File: config.mk
export PLATFORM = sky130hd
export DESIGN_NAME = uart_chk_fifo
export DESIGN_NICKNAME = d
export VERILOG_FILES = /design/src/rtl/uart_chk_pkg.sv /design/src/rtl/uart_chk_fifo.sv
export SDC_FILE = /design/constraint.sdc
export NUM_CORES = 1
export LEC_CHECK = 0
export ABC_AREA = 1
export CORE_MARGIN = 8
export CORE_UTILIZATION = 45
export DETAILED_ROUTE_END_ITERATION = 6
export PLACE_DENSITY = 0.67
export SYNTH_ARGS = -nofsm -noshare
export SYNTH_HDL_FRONTEND = slang
export SYNTH_SLANG_ARGS = --single-unit
File: constraint.sdc
create_clock -name clk -period 1.94 [get_ports clk]
set_input_delay 0.194 -clock clk [delete_from_list [all_inputs] [get_ports clk]]
set_output_delay 0.194 -clock clk [all_outputs]
set_load 0.03 [all_outputs]
File: src/rtl/uart_chk_pkg.sv
// -----------------------------------------------------------------------------
// uart_chk_pkg
//   Shared types and helpers for the UART frame checker.
//   - chk_state_e  : receive/compare FSM states
//   - bits_for()   : counter width needed to hold 0..max_val
//   - chk_result_t : one compare result (pulses plus the two data words)
// -----------------------------------------------------------------------------
package uart_chk_pkg;

  // Widest frame the checker supports; result words are stored at this width.
  localparam int MAX_DATA_W = 9;

  typedef enum logic [2:0] {
    IDLE,
    START,
    DATA,
    PARITY,
    STOP,
    CMP,
    WAIT_HIGH
  } chk_state_e;

  // Width of a counter that must hold every value in 0..max_val (minimum 1).
  function automatic int bits_for(input int max_val);
    return (max_val < 2) ? 1 : $clog2(max_val + 1);
  endfunction

  typedef struct packed {
    logic                  match;
    logic                  mismatch;
    logic                  framing_err;
    logic [MAX_DATA_W-1:0] exp;
    logic [MAX_DATA_W-1:0] got;
  } chk_result_t;

endpackage

File: src/rtl/uart_chk_fifo.sv
// -----------------------------------------------------------------------------
// uart_chk_fifo
//   DEPTH x DATA_W FIFO of words the transmitter has accepted, oldest first.
//   A push while full is accepted only if a pop happens in the same cycle;
//   otherwise it is dropped and flagged on 'overflow' (combinational).
// Ports:
//   clk, rst   : clock, synchronous active-high reset
//   push/wdata : write request and data
//   pop        : read request (ignored when empty)
//   rdata      : oldest word (valid when !empty)
//   empty      : FIFO holds no words
//   overflow   : this cycle's push was dropped
// -----------------------------------------------------------------------------
module uart_chk_fifo
  import uart_chk_pkg::*;
#(
  parameter int DATA_W = 8,
  parameter int DEPTH  = 4
) (
  input  logic              clk,
  input  logic              rst,
  input  logic              push,
  input  logic [DATA_W-1:0] wdata,
  input  logic              pop,
  output logic [DATA_W-1:0] rdata,
  output logic              empty,
  output logic              overflow
);

  localparam int PTR_W   = bits_for(DEPTH - 1);
  localparam int COUNT_W = bits_for(DEPTH);

  logic [DATA_W-1:0]  mem [DEPTH];
  logic [PTR_W-1:0]   wr_ptr;
  logic [PTR_W-1:0]   rd_ptr;
  logic [COUNT_W-1:0] count;
  logic               full;
  logic               pop_ok;
  logic               push_ok;

  function automatic logic [PTR_W-1:0] ptr_inc(input logic [PTR_W-1:0] p);
    return (p == PTR_W'(DEPTH - 1)) ? '0 : p + 1'b1;
  endfunction

  assign empty    = (count == '0);
  assign full     = (count == COUNT_W'(DEPTH));
  assign pop_ok   = pop && !empty;
  // A pop in the same cycle frees the slot, so a push into a full FIFO fits.
  assign push_ok  = push && (!full || pop_ok);
  assign overflow = push && !push_ok;
  assign rdata    = mem[rd_ptr];

  // NOTE: storage is deliberately left out of reset; 'count' alone decides
  // which entries are valid, and an unreset array maps onto plain RAM/flops.
  always_ff @(posedge clk) begin
    if (push_ok) mem[wr_ptr] <= wdata;
  end

  always_ff @(posedge clk) begin
    if (rst) begin
      wr_ptr <= '0;
      rd_ptr <= '0;
      count  <= '0;
    end else begin
      if (push_ok) wr_ptr <= ptr_inc(wr_ptr);
      if (pop_ok)  rd_ptr <= ptr_inc(rd_ptr);
      case ({push_ok, pop_ok})
        2'b10:   count <= count + 1'b1;
        2'b01:   count <= count - 1'b1;
        default: count <= count;
      endcase
    end
  end

endmodule

# Word level (Yosys, flattened, before mapping)
# Memories as Yosys holds them, arrays and structs flattened. A register that Yosys moved wholly into a read port is not among the register bits.
# Cells that the tools add are included.
# totals
ff_bits	7
mem_bits_rw	32
output_inout_bits	10
wordCells	29
mem_count	1
# op_classes
add_sub_neg	4
n_eq_ne	5
n_mux	7
n_reduce_logical	9
# mem_list
memory	depth	word_bits	rd	rd_ports_with_merged_regs	wr	line_no	rtl
mem	4	8	1	1	1	uart_chk_fifo.sv:33	logic [DATA_W-1:0] mem [DEPTH];
# ops
cell	n
$mux W2	4
$eq A2 B2 Y1 const B	3
$pmux W3 S2	1
$add A2 B1 Y2 const B	2
$add A3 B1 Y3 const B	1
$eq A3 B3 Y1 const B	1
$logic_and A1 B1 Y1	3
$logic_not A1 Y1	3
$logic_not A3 Y1	1
$sub A3 B1 Y3 const B	1
$eq A2 B1 Y1 const B	1
$mux W1	2
$reduce_bool A2 Y1	1
$logic_or A1 B1 Y1	1

# Depth between registers and ports, before layout
# logic_depth
depth_word	7
mapped_depth	9
mapped_depth_nobuf	9

# Worst setup path before layout
# OpenSTA, ideal clock, no wires.
# synth_path
path_kind	register to register
from	register count[1]
to	register count[2]
t_arrival_ps	1382
t_required_ps	1825
slack_ps	443
path_stages_with_launch	9
path_buffers	0
period_less_slack_ps	1497
path_cell_list	dfxtp_1 > nor2_4 > a21oi_4 > nand2_2 > fa_1 > inv_1 > nand4_2 > a21oi_1 > nor2_1
# synth_via
elab_chain_cells	7
word_cells_on_any_way	13
cone_classes	add/sub (2); eq/ne (3); mux (1); reduce/logical (7)
# synth_rtl
element	line_no	rtl
start, declared	uart_chk_fifo.sv:36	logic [COUNT_W-1:0] count;
start signal, assigned	uart_chk_fifo.sv:68	2'b10: count <= count + 1'b1;
start signal, assigned	uart_chk_fifo.sv:69	2'b01: count <= count - 1'b1;
start signal, assigned	uart_chk_fifo.sv:70	default: count <= count;
$logic_not A3 Y1	uart_chk_fifo.sv:45	assign empty = (count == '0);
$logic_not A1 Y1	uart_chk_fifo.sv:47	assign pop_ok = pop && !empty;
$logic_and A1 B1 Y1	uart_chk_fifo.sv:47	
$logic_or A1 B1 Y1	uart_chk_fifo.sv:49	assign push_ok = push && (!full || pop_ok);
$logic_and A1 B1 Y1	uart_chk_fifo.sv:49	
$eq A2 B1 Y1 / $eq A2 B2 Y1 (equally long branches)	uart_chk_fifo.sv:67	case ({push_ok, pop_ok})
$pmux W3 S2 / $reduce_bool A2 Y1 (equally long branches)	-	
# Several ways; a longest one is shown, not always the timed one.
# A chain may end at the register's enable or synchronous reset.

==> qor.txt <==
# nets final: 197
Setup TNS: 0 ps
Layout Skew: 6.95 ps
Die Height: 77.6 um
crit path cell chain: inv_1 -> o21ai_0 -> o22ai_1 -> clkdlybuf4s15_1
commonest cells in the netlist: edfxtp_1 (32), nor2_1 (29), o21ai_0 (21), inv_1 (17), dfxtp_1 (9)
part of the power in registers: 45.5%
layout cell share with drive strength beyond 1: 16.7%
pre-CTS setup slack: 51.5 ps
post-DR wirelength/cell: 14.3 um
Critical-path top delay cell: clkdlybuf4s15_1
Yosys top cell by area: edfxtp_1
CP Data Arrival Time: 1640 ps
routed vias: 1138
CP startpoint kind: flip-flop
Post-synth EDFFs: 32
combinational share of power: 26.5%
P_int: 0.00163 W
Overflow after GRT: 0
RSZ-0062 raised after global routing: no
top_reg_cell synth: edfxtp_1
Via density: 4.99
Final Critical Period: 1830 ps
Post-DP Area: 2040 sq um
Max-Cap Viols: 0
dominant cells by area after synthesis: edfxtp_1 (56%), dfxtp_1 (11%), nor2_1 (6.4%)
required time of the critical path: 1750 ps
worst min-delay path category: input port to flip-flop
IO Count: 22
ys async rst share: 0%
area of the mapped netlist: 1710 sq um
largest net degree at the start of global routing: 13
core area: 3660 sq um
Final setup violation count: 0
clk sinks: 41
LEAKAGE: 0.841 nW
Crit Path Category: flip-flop to primary output
Syn Area/Cell: 11.9 sq um
initial antenna violation count: 0
placer congestion estimate: 0.811
Syn. warnings: 0
worst-margin pin slew: 306 ps
synthesized flop and latch total: 41
Die ar.: 6020 sq um
clk slew on worst S/H paths: 70 ps
Placed Cells: 220
CTS Buffer Depth: 2
Non-Filler Instances: 228
first-pass GRT wire length: 5400 um
# rows: 22
post-synth top area share: 56.3%
element type at the critical path end: primary output
H-tree Lvls: 2
Netlist cell types: 22
First DRT Iteration DRCs: 83
design area: 2140 sq um
period utilization: 94.5%
most frequent cell after synthesis: edfxtp_1
Clock power frac: 28.0%
GR Util All Layers: 11.5%
Post-CTS Setup Bufs: 0
hold buffer count at CTS: 0
switching share of power: 30.4%
initial core utilization: 46.7%
Area Growth Syn to Fin: 25.3%
sequential area share after synthesis: 66.8%
Detailed Routing Iterations Pass 1: 6
PnR worst setup slack: 106 ps
drt total wl: 3270 um
Post-Syn Instances: 143
CTS Buf Count: 5
Slew headroom: 79.6%
Die W: 77.6 um
crit-path max cell delay: 410 ps
NetSw: 0.000711 W
CTS tree: built
vias in the first global route: 1154
antenna-violating nets left: 0
Port Buffer Count: 21
pins over their slew limit: 0
clk root buf: clkbuf_8
PD cells: 1090 nW/um^2
status: completed
Clk Latency, worst-skew pair: 290 ps
Max Freq: 545 MHz
Ant. Diodes: 0
Hold Vio Cnt, Final: 0
CP Max Fanout: 8
Synth Net Count: 161
DP HPWL: 2330 um
Residual DRC: 0
VDD IR max: 0.487 mV
worst max-delay path, delay by kind of cell, from the launching register on:
kind	cells	cell delay, ps
AO/OA/AOI/OAI	2	350
flip-flops	1	370
buffers and inverters	2	640
power by group through the flow:
stage / logic (W) / clock network, W / registers, W
finish: 0.000620 / 0.000656 / 0.00107
global route: 0.000678 / 0.000704 / 0.00107
floorplan: 0.000403 / 0 / 0.00107
CTS: 0.000626 / 0.000670 / 0.00107
global placement: 0.000648 / 0 / 0.00108
detailed placement: 0.000665 / 0 / 0.00109
area by class of cell:
class | count | area [sq um]
Multi-Input combinational cell | 82 | 489
Sequential cell | 41 | 1140
Fill cell | 308 | 1520
Clock buffer | 6 | 72.6
Clock inverter | 2 | 33.8
Timing Repair Buffer | 31 | 274
Inverter | 18 | 67.6
Tap cell | 48 | 60.1
layer usage:
metal | up-vias | track usage [%] | part of all wire (%)
li1 | 567 | - | -
met1 | 546 | 12.7 | 43
met2 | 18 | 18.6 | 51
met3 | 7 | 3.80 | 4.0
met4 | 0 | 7.55 | 2.8
met5 | - | 0 | 0
cell families (layout without fill, tap and decap cells):
kind of cell	count (synthesis)	count (layout)	synth area share, %
adders and majority gates	6	6	4.84
DFF	41	41	66.8
and+or+nand+nor	41	41	11.6
AOI/OAI and AO/OA	35	35	12.2
buffers and inverters	20	57	4.54
worst paths after layout:
check / endpoint / start / slack (ps) / depth (start not counted)
max: rdata[0] / flip-flop / 110 / 4
max reg2reg: count[2] / count[0] / 360 / 8
min reg2reg: flip-flop / rd_ptr[1] / 510 / 2
min: wr_ptr[0] / rst / 490 / 2
cell usage in the layout (no fill, tap or decap), types with 2 or more instances in the layout:
master,instances
inv_1,17
a21oi_1,2
dlygate4sd2_1,7
ha_1,5
nand3_1,2
clkdlybuf4s50_1,12
nor2_1,29
edfxtp_1,32
buf_4,11
clkbuf_8,5
dfxtp_1,8
o22ai_1,8
nand2_2,5
o21ai_0,21
what timing repair did:
item	in CTS	in global routing
gates resized for setup	8	2
gates cloned	0	0
setup endpoints to repair	8	4
registers in the layout (all words and copies together) (netlist names), named ones only:
signal  cells
rd_ptr      2
wr_ptr      2
mem        32
count       3
metrics by stage:
stage          total power, W  utilization (%)  hold slack, ps
2_1_floorplan         0.00148                -             272
3_3_place_gp          0.00173             55.7             497
3_5_place_dp          0.00175             55.7             505
4_1_cts               0.00236             58.4             478
5_1_grt               0.00246             58.4             517
6_report              0.00234             58.4             489
No activity file was read; power rests on OpenSTA's default activity.
